File: config.mk
export PLATFORM = sky130hd
export DESIGN_NAME = panel_loader
export DESIGN_NICKNAME = d
export VERILOG_FILES = /design/src/rtl/panel_loader_pkg.sv /design/src/rtl/panel_press_timer.sv /design/src/rtl/panel_loader.sv
export SDC_FILE = /design/constraint.sdc
export NUM_CORES = 1
export LEC_CHECK = 0
export CAP_MARGIN = 40
export CORE_MARGIN = 2
export CORE_UTILIZATION = 55
export DETAILED_ROUTE_END_ITERATION = 10
export GPL_TIMING_DRIVEN = 0
export PLACE_DENSITY = 0.86
export SETUP_SLACK_MARGIN = 0.1
export SYNTH_ARGS = -nofsm -noshare
export SYNTH_HDL_FRONTEND = slang
export SYNTH_SLANG_ARGS = --single-unit
File: constraint.sdc
create_clock -name clk -period 4.4 [get_ports clk]
set_clock_uncertainty 0.1 [all_clocks]
set_input_delay 0.44 -clock clk [delete_from_list [all_inputs] [get_ports clk]]
set_output_delay 0.44 -clock clk [all_outputs]
set_load 0.01 [all_outputs]
File: src/rtl/panel_loader_pkg.sv
// Shared definitions for the front-panel image loader: FSM states, press phases and defaults.
package panel_loader_pkg;

  localparam int unsigned DefWordW      = 12;
  localparam int unsigned DefAddrW      = 12;
  localparam int unsigned DefHoldCycles = 10;

  typedef enum logic [2:0] {
    StIdle,
    StBasePc,
    StFetch,
    StCapture,
    StDep,
    StEndPc,
    StRun,
    StFinish
  } loader_state_e;

  typedef enum logic [1:0] {
    PhSetup,
    PhAssert,
    PhRelease
  } press_phase_e;

  // Width of the hold down-counter; never zero, even for a one-cycle hold.
  function automatic int unsigned press_cnt_w(int unsigned hold);
    return (hold > 1) ? $clog2(hold) : 1;
  endfunction

endpackage

File: src/rtl/panel_press_timer.sv
// Paces one panel press: SETUP, ASSERT and RELEASE phases of HOLD_CYCLES each.
module panel_press_timer
  import panel_loader_pkg::*;
#(
  parameter int unsigned HOLD_CYCLES = DefHoldCycles
) (
  input  logic         clk,
  input  logic         reset,
  input  logic         run,
  output press_phase_e phase,
  output logic         press_done
);

  localparam int unsigned     CntW   = press_cnt_w(HOLD_CYCLES);
  localparam logic [CntW-1:0] Reload = CntW'(HOLD_CYCLES - 1);

  logic [CntW-1:0] cnt_q, cnt_d;
  press_phase_e    phase_q, phase_d;

  // Idle between presses so the next press always opens with a full SETUP.
  always_comb begin
    cnt_d      = cnt_q;
    phase_d    = phase_q;
    press_done = 1'b0;
    if (!run) begin
      cnt_d   = Reload;
      phase_d = PhSetup;
    end else if (cnt_q == '0) begin
      cnt_d = Reload;
      case (phase_q)
        PhSetup:  phase_d = PhAssert;
        PhAssert: phase_d = PhRelease;
        default: begin
          phase_d    = PhSetup;
          press_done = 1'b1;
        end
      endcase
    end else begin
      cnt_d = cnt_q - 1'b1;
    end
  end

  always_ff @(posedge clk) begin
    if (reset) begin
      cnt_q   <= Reload;
      phase_q <= PhSetup;
    end else begin
      cnt_q   <= cnt_d;
      phase_q <= phase_d;
    end
  end

  assign phase = phase_q;

endmodule

File: src/rtl/panel_loader.sv
// Loads a memory image through the front-panel switches, then sets the PC and optionally runs.
module panel_loader
  import panel_loader_pkg::*;
#(
  parameter int unsigned WORD_W      = DefWordW,
  parameter int unsigned ADDR_W      = DefAddrW,
  parameter int unsigned HOLD_CYCLES = DefHoldCycles
) (
  input  logic              clk,
  input  logic              reset,
  input  logic              start,
  input  logic [ADDR_W-1:0] base_addr,
  input  logic [ADDR_W:0]   word_count,
  input  logic [ADDR_W-1:0] start_pc,
  input  logic              run_en,
  output logic              src_rd_en,
  output logic [ADDR_W-1:0] src_addr,
  input  logic [WORD_W-1:0] src_data,
  output logic [WORD_W:0]   sw,
  output logic              deposit,
  output logic              load_pc,
  output logic              busy,
  output logic              done
);

  loader_state_e     state_q, state_d;
  logic [WORD_W-1:0] sw_data_q, sw_data_d;
  logic              run_bit_q, run_bit_d;
  logic [ADDR_W:0]   idx_q, idx_d;
  logic [ADDR_W:0]   count_q, count_d;
  logic [ADDR_W-1:0] start_pc_q, start_pc_d;
  logic              run_en_q, run_en_d;

  logic         press_run;
  logic         press_done;
  press_phase_e phase;

  assign press_run = (state_q == StBasePc) || (state_q == StDep) || (state_q == StEndPc);

  panel_press_timer #(
    .HOLD_CYCLES(HOLD_CYCLES)
  ) u_timer (
    .clk       (clk),
    .reset     (reset),
    .run       (press_run),
    .phase     (phase),
    .press_done(press_done)
  );

  // sw data only moves on state entry, never while a strobe could be active.
  always_comb begin
    state_d    = state_q;
    sw_data_d  = sw_data_q;
    run_bit_d  = run_bit_q;
    idx_d      = idx_q;
    count_d    = count_q;
    start_pc_d = start_pc_q;
    run_en_d   = run_en_q;
    case (state_q)
      StIdle: begin
        if (start) begin
          state_d    = StBasePc;
          run_bit_d  = 1'b0;
          sw_data_d  = WORD_W'(base_addr);
          count_d    = word_count;
          start_pc_d = start_pc;
          run_en_d   = run_en;
          idx_d      = '0;
        end
      end
      StBasePc: begin
        if (press_done) begin
          if (count_q != '0) begin
            state_d = StFetch;
          end else begin
            state_d   = StEndPc;
            sw_data_d = WORD_W'(start_pc_q);
          end
        end
      end
      StFetch:   state_d = StCapture;
      StCapture: begin
        sw_data_d = src_data;
        state_d   = StDep;
      end
      StDep: begin
        if (press_done) begin
          idx_d = idx_q + 1'b1;
          if (idx_d == count_q) begin
            state_d   = StEndPc;
            sw_data_d = WORD_W'(start_pc_q);
          end else begin
            state_d = StFetch;
          end
        end
      end
      StEndPc: begin
        if (press_done) begin
          if (run_en_q) begin
            state_d   = StRun;
            run_bit_d = 1'b1;
          end else begin
            state_d = StFinish;
          end
        end
      end
      StRun:    state_d = StFinish;
      StFinish: state_d = StIdle;
      default:  state_d = StIdle;
    endcase
  end

  always_ff @(posedge clk) begin
    if (reset) begin
      state_q    <= StIdle;
      sw_data_q  <= '0;
      run_bit_q  <= 1'b0;
      idx_q      <= '0;
      count_q    <= '0;
      start_pc_q <= '0;
      run_en_q   <= 1'b0;
    end else begin
      state_q    <= state_d;
      sw_data_q  <= sw_data_d;
      run_bit_q  <= run_bit_d;
      idx_q      <= idx_d;
      count_q    <= count_d;
      start_pc_q <= start_pc_d;
      run_en_q   <= run_en_d;
    end
  end

  assign sw        = {run_bit_q, sw_data_q};
  assign load_pc   = ((state_q == StBasePc) || (state_q == StEndPc)) && (phase == PhAssert);
  assign deposit   = (state_q == StDep) && (phase == PhAssert);
  assign src_rd_en = (state_q == StFetch);
  assign src_addr  = (state_q == StFetch) ? idx_q[ADDR_W-1:0] : '0;
  assign busy      = (state_q != StIdle);
  assign done      = (state_q == StFinish);

endmodule

# After elaboration in Yosys (flattened, before gate mapping)
# Cells that the tools add are included.
# totals
ramBits	0
mem_bits_ro	0
out_inout_bits	30
reg_bits	61
in_bits	53
latchBits	0
mem_count	0
# op_classes
n_reduce_logical	21
n_addsub	2
n_mux	26
bitwise	1
n_lt_le_gt_ge	0
n_shift	0
n_mul	0
div_mod_pow	0
eq_ne	16
# ops
cell	count
12-bit 2-to-1 mux	6
12-bit case mux with 4 select lines	1
13-bit 2-to-1 mux	2
13-bit case mux with 2 select lines	1
3-bit case mux with 8 select lines	1
3-bit 2-to-1 mux	6
13-bit by 1-bit adder with 13-bit output, second input constant	1
13-bit == test	1
13-bit nonzero test	1
3-bit == test, second input constant	4
2-bit != test, second input constant	6
4-bit AND reduction	2
1-bit 2-to-1 mux	7
3-bit by 2-bit == test with 1-bit output, second input constant	2
6-bit AND reduction	1
4-bit logical NOT	1
2-bit case mux with 2 select lines	1
2-bit nonzero test	2
4-bit nonzero test	1
2-bit OR reduction	2
4-bit by 1-bit subtractor with 4-bit output, second input constant	1
3-bit by 1-bit == test with 1-bit output, second input constant	1
3-bit logical NOT	1
1-bit logical OR	3
10 further kinds	11

# Logic depth before layout (Yosys ltp)
# Gate-level depths: netlist (run 1).
# depth
depth_word	7
ltp_mapped	10
depth_no_buf	9

# Modules after synthesis
# A second synthesis (run 1) with hierarchy kept.
# unflattened
hier_cells	438
hier_area_um2	3388.2
# modules_own_cells
mod	n_inst	area_each_um2	cells_per_inst	seq_area_each_um2
panel_loader	1	3093.0	410	1101.1
panel_press_timer	1	295.3	28	120.1

# Worst setup path before layout (run 1)
# No wires, ideal clock.
# synth_path
kind	register to register
startpoint	register idx_q[0]
endpoint	register sw_data_q[8]
path_stages_with_launch	10
setup_slack_ps	1852
n_path_buf	1
arrival_time_ps	2347
period_less_slack_ps	2548
cell_sequence	dfxtp_1 -> ha_1 -> nand3_4 -> or3_4 -> a2111oi_4 -> nand4_2 -> nor4_4 -> buf_6 -> o21ai_1 -> o41ai_1
# synth_between
elab_chain_len	4
# synth_rtl
item	line_no	source
from (decl)	panel_loader.sv:29	logic [ADDR_W:0] idx_q, idx_d;
from (signal assigned)	panel_loader.sv:126	idx_q <= idx_d;
13-bit by 1-bit adder with 13-bit output	panel_loader.sv:88	idx_d = idx_q + 1'b1;
13-bit == test	panel_loader.sv:89	if (idx_d == count_q) begin
2-bit by 1-bit != test with 1-bit output (no line)	n/a	
6-bit AND reduction (no line)	n/a	
to (signal assigned)	panel_loader.sv:124	sw_data_q <= sw_data_d;
to (decl)	panel_loader.sv:27	logic [WORD_W-1:0] sw_data_q, sw_data_d;
# No other way between the ends.
# A chain may end at the register's enable or synchronous reset.

# Worst setup path in the final report (run 1)
# layout_path
startpoint	register state_q[0]
endpoint	output src_addr[3]
# layout_between
elab_chain_len	2
# layout_rtl
item	line_no	source
from (decl)	panel_loader.sv:26	loader_state_e state_q, state_d;
from (signal assigned)	panel_loader.sv:115	state_q <= StIdle;
from (signal assigned)	panel_loader.sv:123	state_q <= state_d;
3-bit by 2-bit == test with 1-bit output	panel_loader.sv:137	assign src_addr = (state_q == StFetch) ? idx_q[ADDR_W-1:0] : '0;
12-bit 2-to-1 mux	panel_loader.sv:137	
to (decl)	panel_loader.sv:17	output logic [ADDR_W-1:0] src_addr,
# No other way between the ends.

==> results.md, run 1 <==
* Die Span Y at 85.4 um
* CTS Hold Bufs at 0
* Detailed placement HPWL at 8.01 mm
* CP Data Required Time at 3.86 ns
* Final routed DRC violation total at 0
* Clock buffer count from CTS at 9
* Share of power burned in combinational logic at 0.212
* First-pass detailed-route iteration total at 5
* Post-DR wirelength/cell at 16.6 um
* Via/cell ratio at just over 6
* Outcome: finished, final reports clean
* Setup repair bufs after CTS at 0
* Maximum single-stage delay on the critical path at about 0.52 ns
* Number of nets still failing antenna checks after routing at 0
* Area leader, netlist: sky130_fd_sc_hd__dfxtp_1
* Summed instance area of the synthesized netlist at 3640 um2
* Layout fillers at 534
* Resized Gates After CTS at 0
* Post-layout minimum cycle time at 3.38 ns
* Most area-consuming cells after synthesis: sky130_fd_sc_hd__dfxtp_1 (34%), sky130_fd_sc_hd__nand2_1 (8.1%), sky130_fd_sc_hd__a21oi_1 (6.3%)
* Hold path depth at 1
* DIE WIDTH at 85.4 um
* Portion of the clock cycle consumed by the worst path in the final layout at 0.769
* Drt total wl at 10.8 mm
* Worst-skew pair later-pin latency at 0.35 ns
* Highest clock rate at 295 MHz
* Clock share of power at 0.375
* Least-Margin Pin Slew at 0.629 ns
* Full die area at 7290 um2
* PD cells at 311 nW/um2
* Vias post-DR at 3937
* Clock sink count at 61
* First-iteration detailed-routing DRC count at 341
* CP max-delay cell: sky130_fd_sc_hd__clkdlybuf4s50_1
* H-tree depth at 3
* Total of buffers placed on input and output ports at about 80
* TritonCTS clock tree: done
* Avg Synthesized Cell Area at between 7 and 8 um2
* Post-synth net total at roughly 530
* Final TNS setup at 0 ns
* Number of flip-flops and latches in the synthesized netlist at 61
* Root buffer selected by CTS: sky130_fd_sc_hd__clkbuf_8
* Sequential fraction of the synthesis area at 0.335
* Final nets at 627
* Initial antenna violation count at 0
* Vias in the first global route at 3735
* Unrepaired setup endpoints after global routing: no
* Leakage at 0.00165 uW
* Number of distinct library cells after synthesis at 57
* Sequential power share at 0.413
* Initial Utilization at 0.571
* Hold violation count in the final report at 0
* Type of destination of the critical path: output port
* Biggest fanout along the worst timing path at 10
* Register area at 1220 um2
* Diodes inserted at 0
* P_sw at 421 uW
* Final count of negative-setup-slack endpoints at 0
* Total grt overflow at 0
* Sum of internal, switching and leakage power at 1490 uW
* Net Sw Frac at 0.283
* Routability congestion estimate from global placement at approximately 0.9
* Internal power contribution at 1060 uW
* CP dominant cell by count: sky130_fd_sc_hd__clkbuf_1
* Wire length of the first global-routing pass at roughly 18 mm
* Multi-input gate area at 2090 um2
* Max-cap check violation count at 0
* Number of top-level pins at 83
* Total routing resource utilization after global routing at 0.305
* Post-synthesis to final-layout area growth at 31.0%
* Max rail drop VDD at about 0.26 mV
* Number of pins exceeding their max-slew limit in the final report at 0
* Synth warn at 0
* Pin count of the biggest net entering global routing at 11
* Rows at 29
* Launching element type of the critical path: flip-flop
* Endpoint arrival time on the critical path at between 2 and 3 ns
* Clk buf depth at 2
* Cells after Synth at between 400 and 500
* Share of Yosys cell area claimed by the top area cell type at 0.335
* Proportion of layout cells with a drive suffix above 1 at 0.0730
* Depth of the worst register-to-register path at 9
* Clock-pin slew on the worst setup and hold paths at roughly 0.060 ns
* Area inside the core boundary at 6390 um2
* Worst max-slew margin expressed relative to the limit at 0.577
* Category of the critical setup timing path: reg2out
* Cell chain of the critical path: clkbuf_1, inv_1, clkbuf_1, nand2_1, nor2_1, clkbuf_1, and2_2, clkdlybuf4s50_1
* Classification of the worst-slack hold path: reg2reg
==> critical path, delay by kind of cell, from the launching register on <==
kind,cells,cell delay (ns)
buf+inv,5,1.61
simple gates,3,0.58
flops,1,0.30
==> through the flow <==
step / setup slack [ns] / cells / util / instance area (um2) / hold WS [ns]
floorplan: 1.85 / 478 / - / 3640 / 0.271
global placement: 1.48 / 637 / 0.714 / 4560 / 0.282
detailed placement: 1.39 / 637 / 0.714 / 4560 / 0.293
CTS: 1.01 / 652 / 0.748 / 4780 / 0.308
global route: 0.842 / 652 / 0.748 / 4780 / 0.323
finish: 1.02 / 652 / 0.748 / 4780 / 0.306
==> area by class of cell <==
cell class / instances / area share
Multi-Input combinational cell: 358 / 0.438
Sequential cell: 61 / 0.256
Timing Repair Buffer: 82 / 0.172
Buffer: 41 / 0.0558
Clock buffer: 11 / 0.0296
Tap cell: 77 / 0.0202
Clock inverter: 4 / 0.0152
Inverter: 18 / 0.0141
==> per-layer routing <==
metal	up-vias	share of wire	track usage
met5	-	0	0
met3	35	0.076	0.0681
met1	1838	0.43	0.398
met4	0	0.028	0.126
met2	196	0.47	0.489
li1	1868	-	-
==> registers in the layout, indices dropped and copies added (netlist names) <==
signal         cells
idx_q             13
start_pc_q        12
u_timer.cnt_q      4
count_q           13
sw_data_q         12
state_q            3
run_bit_q          1
run_en_q           1
u_timer.phase      2
==> power groups by stage <==
stage,Sequential (uW),Clock [uW],Combinational (uW)
global route,616,579,345
finish,613,557,315
floorplan,623,0,177
CTS,613,558,311
detailed placement,625,0,308
global placement,623,0,300
==> path summary, 6_finish.rpt <==
check	start	slack, ns	to
setup reg to reg	idx_q[0]$_SDFFE_PP0P_	1.43	sw_data_q[7]$_SDFFE_PP0P_
hold / removal	u_timer.cnt_q[0]$_SDFF_PP1_	0.31	u_timer.cnt_q[0]$_SDFF_PP1_
hold reg to reg	u_timer.cnt_q[0]$_SDFF_PP1_	0.31	u_timer.cnt_q[0]$_SDFF_PP1_
setup / recovery	state_q[0]$_SDFFE_PP0P_	1.02	src_addr[3]
==> layout by cell type (no fill, tap or decap), drive strengths merged, types with 6 or more instances in the layout <==
cell type      synthesis  layout
a21oi                 47      47
o41ai                 13      13
xnor2                 17      17
inv                   18      18
nor3                  19      19
nor4                   8       8
clkbuf                31      42
or3                   17      17
o21ai                 35      35
nand3                  9       9
nand4                  6       6
nor2                  43      43
a2111oi               13      13
and2                  12      12
clkdlybuf4s50          0      82
buf                    8       8
nand2                 79      79
dfxtp                 61      61
==> cell families after synthesis <==
| group | Yosys count | share of synthesized area |
|---|---|---|
| AND/OR/NAND/NOR | 208 | 0.287 |
| AO/OA/AOI/OAI | 124 | 0.220 |
| flip-flops | 61 | 0.335 |
| buffers and inverters | 59 | 0.0917 |
| XOR/XNOR | 21 | 0.0505 |
| adder cells (fa/ha/maj) | 3 | 0.0103 |
| multiplexers | 2 | 0.00549 |
==> synthesized netlist by cell type (all sizes together) <==
| cell type | instances |
|---|---|
| nor4 | 8 |
| mux2i | 2 |
| a2111oi | 13 |
| o31ai | 1 |
| ha | 3 |
| o21a | 1 |
| inv | 18 |
| a211oi | 2 |
| nand4 | 6 |
| o41ai | 13 |
| o31a | 1 |
| dlygate4sd1 | 2 |
| o311ai | 1 |
| a21boi | 1 |
| xnor2 | 17 |
| and4b | 1 |
| o211ai | 1 |
| clkbuf | 31 |
| buf | 8 |
| a21o | 1 |
| nand2 | 79 |
| nor3b | 1 |
| and3 | 4 |
| and2 | 12 |
| nor4b | 1 |
| nand2b | 1 |
| a311oi | 2 |
| a31oi | 3 |
| a21oi | 47 |
| a311o | 1 |
| nor2b | 1 |
| or3 | 17 |
| xor2 | 4 |
| nor2 | 43 |
| nand3 | 9 |
| dfxtp | 61 |
| o21ai | 35 |
| nand3b | 4 |
| nor3 | 19 |
| and4 | 2 |
| o32a | 1 |
Note: power is estimated with default switching activity, not from simulation.
==> run 2: changes to the inputs <==
--- a/config.mk
+++ b/config.mk
@@ -7,10 +7,10 @@
 export LEC_CHECK = 0
 export CAP_MARGIN = 40
 export CORE_MARGIN = 2
-export CORE_UTILIZATION = 55
+export CORE_UTILIZATION = 51
 export DETAILED_ROUTE_END_ITERATION = 10
 export GPL_TIMING_DRIVEN = 0
-export PLACE_DENSITY = 0.86
+export PLACE_DENSITY = 0.81
 export SETUP_SLACK_MARGIN = 0.1
 export SYNTH_ARGS = -nofsm -noshare
 export SYNTH_HDL_FRONTEND = slang
==> constraint.sdc (replaced) <==
create_clock -name clk -period 3.3 [get_ports clk]
set_clock_uncertainty 0.1 [all_clocks]
set_input_delay 0.33 -clock clk [delete_from_list [all_inputs] [get_ports clk]]
set_output_delay 0.33 -clock clk [all_outputs]
set_load 0.01 [all_outputs]
==> results.md, run 2 (synthesis results as in run 1) <==
* Cell chain of the critical path: clkbuf_1, inv_1, clkbuf_2, nand2_1, nor2_1, clkbuf_2, and2_1, clkdlybuf4s50_1
* Clock share of power at 0.336 (-0.039)
* Via/cell ratio at 5.74 (-4.9%)
* First-pass detailed-route iteration total at 5 (unchanged)
* Total routing resource utilization after global routing at 0.282 (-0.0235)
* Vias post-DR at 3854 (-2.1%)
* Hold path depth at 1 (unchanged)
* Worst-skew pair later-pin latency at 0.34 ns (about the same)
* Number of pins exceeding their max-slew limit in the final report at 0 (unchanged)
* Capture point of the worst reg-to-reg path: sw_data_q[5]$_SDFFE_PP0P_
* Final routed DRC violation total at 0 (unchanged)
* First-iteration detailed-routing DRC count at 257 (-25%)
* Post-synthesis to final-layout area growth at 31.0% (about the same)
* Met2 usage in global routing at 0.425 (-0.0635)
* Pin count of the biggest net entering global routing at 11 (unchanged)
* Post-DR wirelength/cell at 15.7 um (-5.0%)
* CP max-delay cell: sky130_fd_sc_hd__clkdlybuf4s50_1
* Met1 usage in global routing at 0.401 (+0.00344)
* Global-route track usage on met3 at 0.0532 (-0.0149)
* Endpoint arrival time on the critical path at 2.55 ns (-0.29 ns)
* PD cells at 390 nW/um2 (+25%)
* Leakage at 0.00164 uW (-0.53%)
* Outcome: finished, final reports clean
* Unrepaired setup endpoints after global routing: no
* Detailed placement HPWL at 7.94 mm (-0.83%)
* Least-Margin Pin Slew at 0.578 ns (-0.0510 ns)
* Initial antenna violation count at 0 (unchanged)
* Setup repair bufs after CTS at 0 (unchanged)
* Hold violation count in the final report at 0 (unchanged)
* Clock-pin slew on the worst setup and hold paths at 0.07 ns (about the same)
* Reg2reg setup slack at 0.35 ns (-1.08 ns)
* Most common cell after layout, fill and taps aside: sky130_fd_sc_hd__clkdlybuf4s50_1
* Total grt overflow at 0 (unchanged)
* Max-cap check violation count at 0 (unchanged)
* Share of power burned in combinational logic at 0.224 (+0.012)
* Commonest non-fill, non-tap cells in the layout: sky130_fd_sc_hd__clkdlybuf4s50_1 (82), sky130_fd_sc_hd__nand2_1 (79), sky130_fd_sc_hd__dfxtp_1 (61)
* Clock sink count at 61 (unchanged)
* Depth of the worst register-to-register path at 9 (unchanged)
* Final nets at 627 (unchanged)
* Type of destination of the critical path: output port
* Die Span Y at 88.5 um (+3.7%)
* Launching element type of the critical path: flip-flop
* Root buffer selected by CTS: sky130_fd_sc_hd__clkbuf_8
* Registers with the most flip-flops: count_q (13), idx_q (13)
* Clk buf depth at 2 (unchanged)
* P_sw at 553 uW (+31%)
* Vias in the first global route at 3518 (-5.8%)
* Proportion of layout cells with a drive suffix above 1 at 0.0783 (+0.00522)
* Worst max-slew margin expressed relative to the limit at 0.611 (+0.0343)
* Biggest fanout along the worst timing path at 10 (unchanged)
* Net Sw Frac at 0.297 (+0.0137)
* Category of the critical setup timing path: reg2out
* Grt peak-use layer: met2
* Number of top-level pins at 83 (unchanged)
* Sum of internal, switching and leakage power at 1860 uW (+25%)
* DIE WIDTH at 88.5 um (+3.7%)
* Final TNS setup at 0 ns (unchanged)
* Number of nets still failing antenna checks after routing at 0 (unchanged)
* Classification of the worst-slack hold path: reg2reg
* Area inside the core boundary at 6870 um2 (+7.6%)
* R2r startpoint: idx_q[0]$_SDFFE_PP0P_
* Max rail drop VDD at 0.297 mV (+16%)
* WHS Endpoint: u_timer.cnt_q[0]$_SDFF_PP1_
* CP Data Required Time at 2.87 ns (-0.99 ns)
* Sequential power share at 0.440 (+0.027)
* Initial Utilization at 0.531 (-0.0401)
* Highest clock rate at 336 MHz
* Worst min-delay path startpoint: u_timer.cnt_q[0]$_SDFF_PP1_
* Maximum single-stage delay on the critical path at 0.54 ns (+0.02 ns)
* Wire length of the first global-routing pass at 17.0 mm (-3.6%)
* Post-layout minimum cycle time at 2.98 ns
* Clock buffer count from CTS at 9 (unchanged)
* Drt total wl at 10.6 mm (-2.3%)
* Rows at 30 (+3.4%)
* Internal power contribution at 1310 uW (+23%)
* Total of buffers placed on input and output ports at 82 (unchanged)
* Routability congestion estimate from global placement at 0.946 (+3.1%)
* Final count of negative-setup-slack endpoints at 0 (unchanged)
* Full die area at 7840 um2 (+7.5%)
* TritonCTS clock tree: done
* CP dominant cell by count: sky130_fd_sc_hd__clkbuf_2
* H-tree depth at 3 (unchanged)
* Portion of the clock cycle consumed by the worst path in the final layout at 0.902
* Diodes inserted at 0 (unchanged)
## run 2: cell count changes in the layout (fill, tap and decap cells not counted)
cell | before | now
sky130_fd_sc_hd__clkbuf_1 | 26 | 23
sky130_fd_sc_hd__bufinv_16 | 2 | 0
sky130_fd_sc_hd__clkinvlp_4 | 1 | 2
sky130_fd_sc_hd__clkbuf_2 | 0 | 2
sky130_fd_sc_hd__clkbuf_8 | 16 | 18
## run 2: worst max-delay path, delay by kind of cell, from the launching register on
kind | cells | cell delay, ns
flip-flops | 1 | 0.30
buffers and inverters | 5 | 1.42
AND/OR/NAND/NOR | 3 | 0.48
## run 2: final cells by class
| type | instances | area [um2] |
|---|---|---|
| fillers | 575 | 2100 |
| well taps | 96 | 120 |
| plain buffers | 41 | 269 |
| multi-input cells | 358 | 2090 |
| repair buffers | 82 | 821 |
| flip-flops and latches | 61 | 1220 |
| clock buffers | 12 | 165 |
| clock inverters | 3 | 20.0 |
| inverters | 18 | 67.6 |
## run 2: worst max path at each step
stage	startpoint	endpoint	slack, ns	cells after the start
2_1_floorplan	idx_q[0]$_SDFFE_PP0P_	sw_data_q[8]$_SDFFE_PP0P_	0.75	9
3_3_place_gp	idx_q[0]$_SDFFE_PP0P_	sw_data_q[1]$_SDFFE_PP0P_	0.44	9
3_5_place_dp	idx_q[0]$_SDFFE_PP0P_	sw_data_q[1]$_SDFFE_PP0P_	0.38	9
4_1_cts	state_q[0]$_SDFFE_PP0P_	src_addr[2]	0.21	8
5_1_grt	idx_q[0]$_SDFFE_PP0P_	sw_data_q[9]$_SDFFE_PP0P_	0.10	9
6_report	state_q[0]$_SDFFE_PP0P_	src_addr[2]	0.32	8
## run 2: through the flow
| step | cell area (um2) | std cells | setup WS [ns] | hold slack, ns | util |
|---|---|---|---|---|---|
| floorplan | 3640 | 478 | 0.752 | 0.271 | - |
| global placement | 4590 | 656 | 0.439 | 0.285 | 0.668 |
| detailed placement | 4590 | 656 | 0.382 | 0.293 | 0.668 |
| CTS | 4770 | 671 | 0.214 | 0.308 | 0.695 |
| global route | 4770 | 671 | 0.103 | 0.334 | 0.695 |
| finish | 4770 | 671 | 0.323 | 0.307 | 0.695 |
## run 2: what timing repair did
action	CTS	global route
setup endpoints to repair	9	9
gates resized for setup	1	2
hold buffers	0	0
pin swaps	0	0
## run 2: metal layers
layer / vias up / part of all wire
met5: - / 0
met4: 0 / 0.018
met3: 27 / 0.089
met2: 186 / 0.45
met1: 1770 / 0.45
li1: 1871 / -
## run 2: power groups by stage
stage / combinational [uW] / clock, uW / sequential [uW]
3_3_place_gp: 401 / 0 / 832
4_1_cts: 413 / 624 / 817
5_1_grt: 456 / 665 / 822
6_report: 417 / 624 / 819
2_1_floorplan: 237 / 0 / 831
3_5_place_dp: 410 / 0 / 834
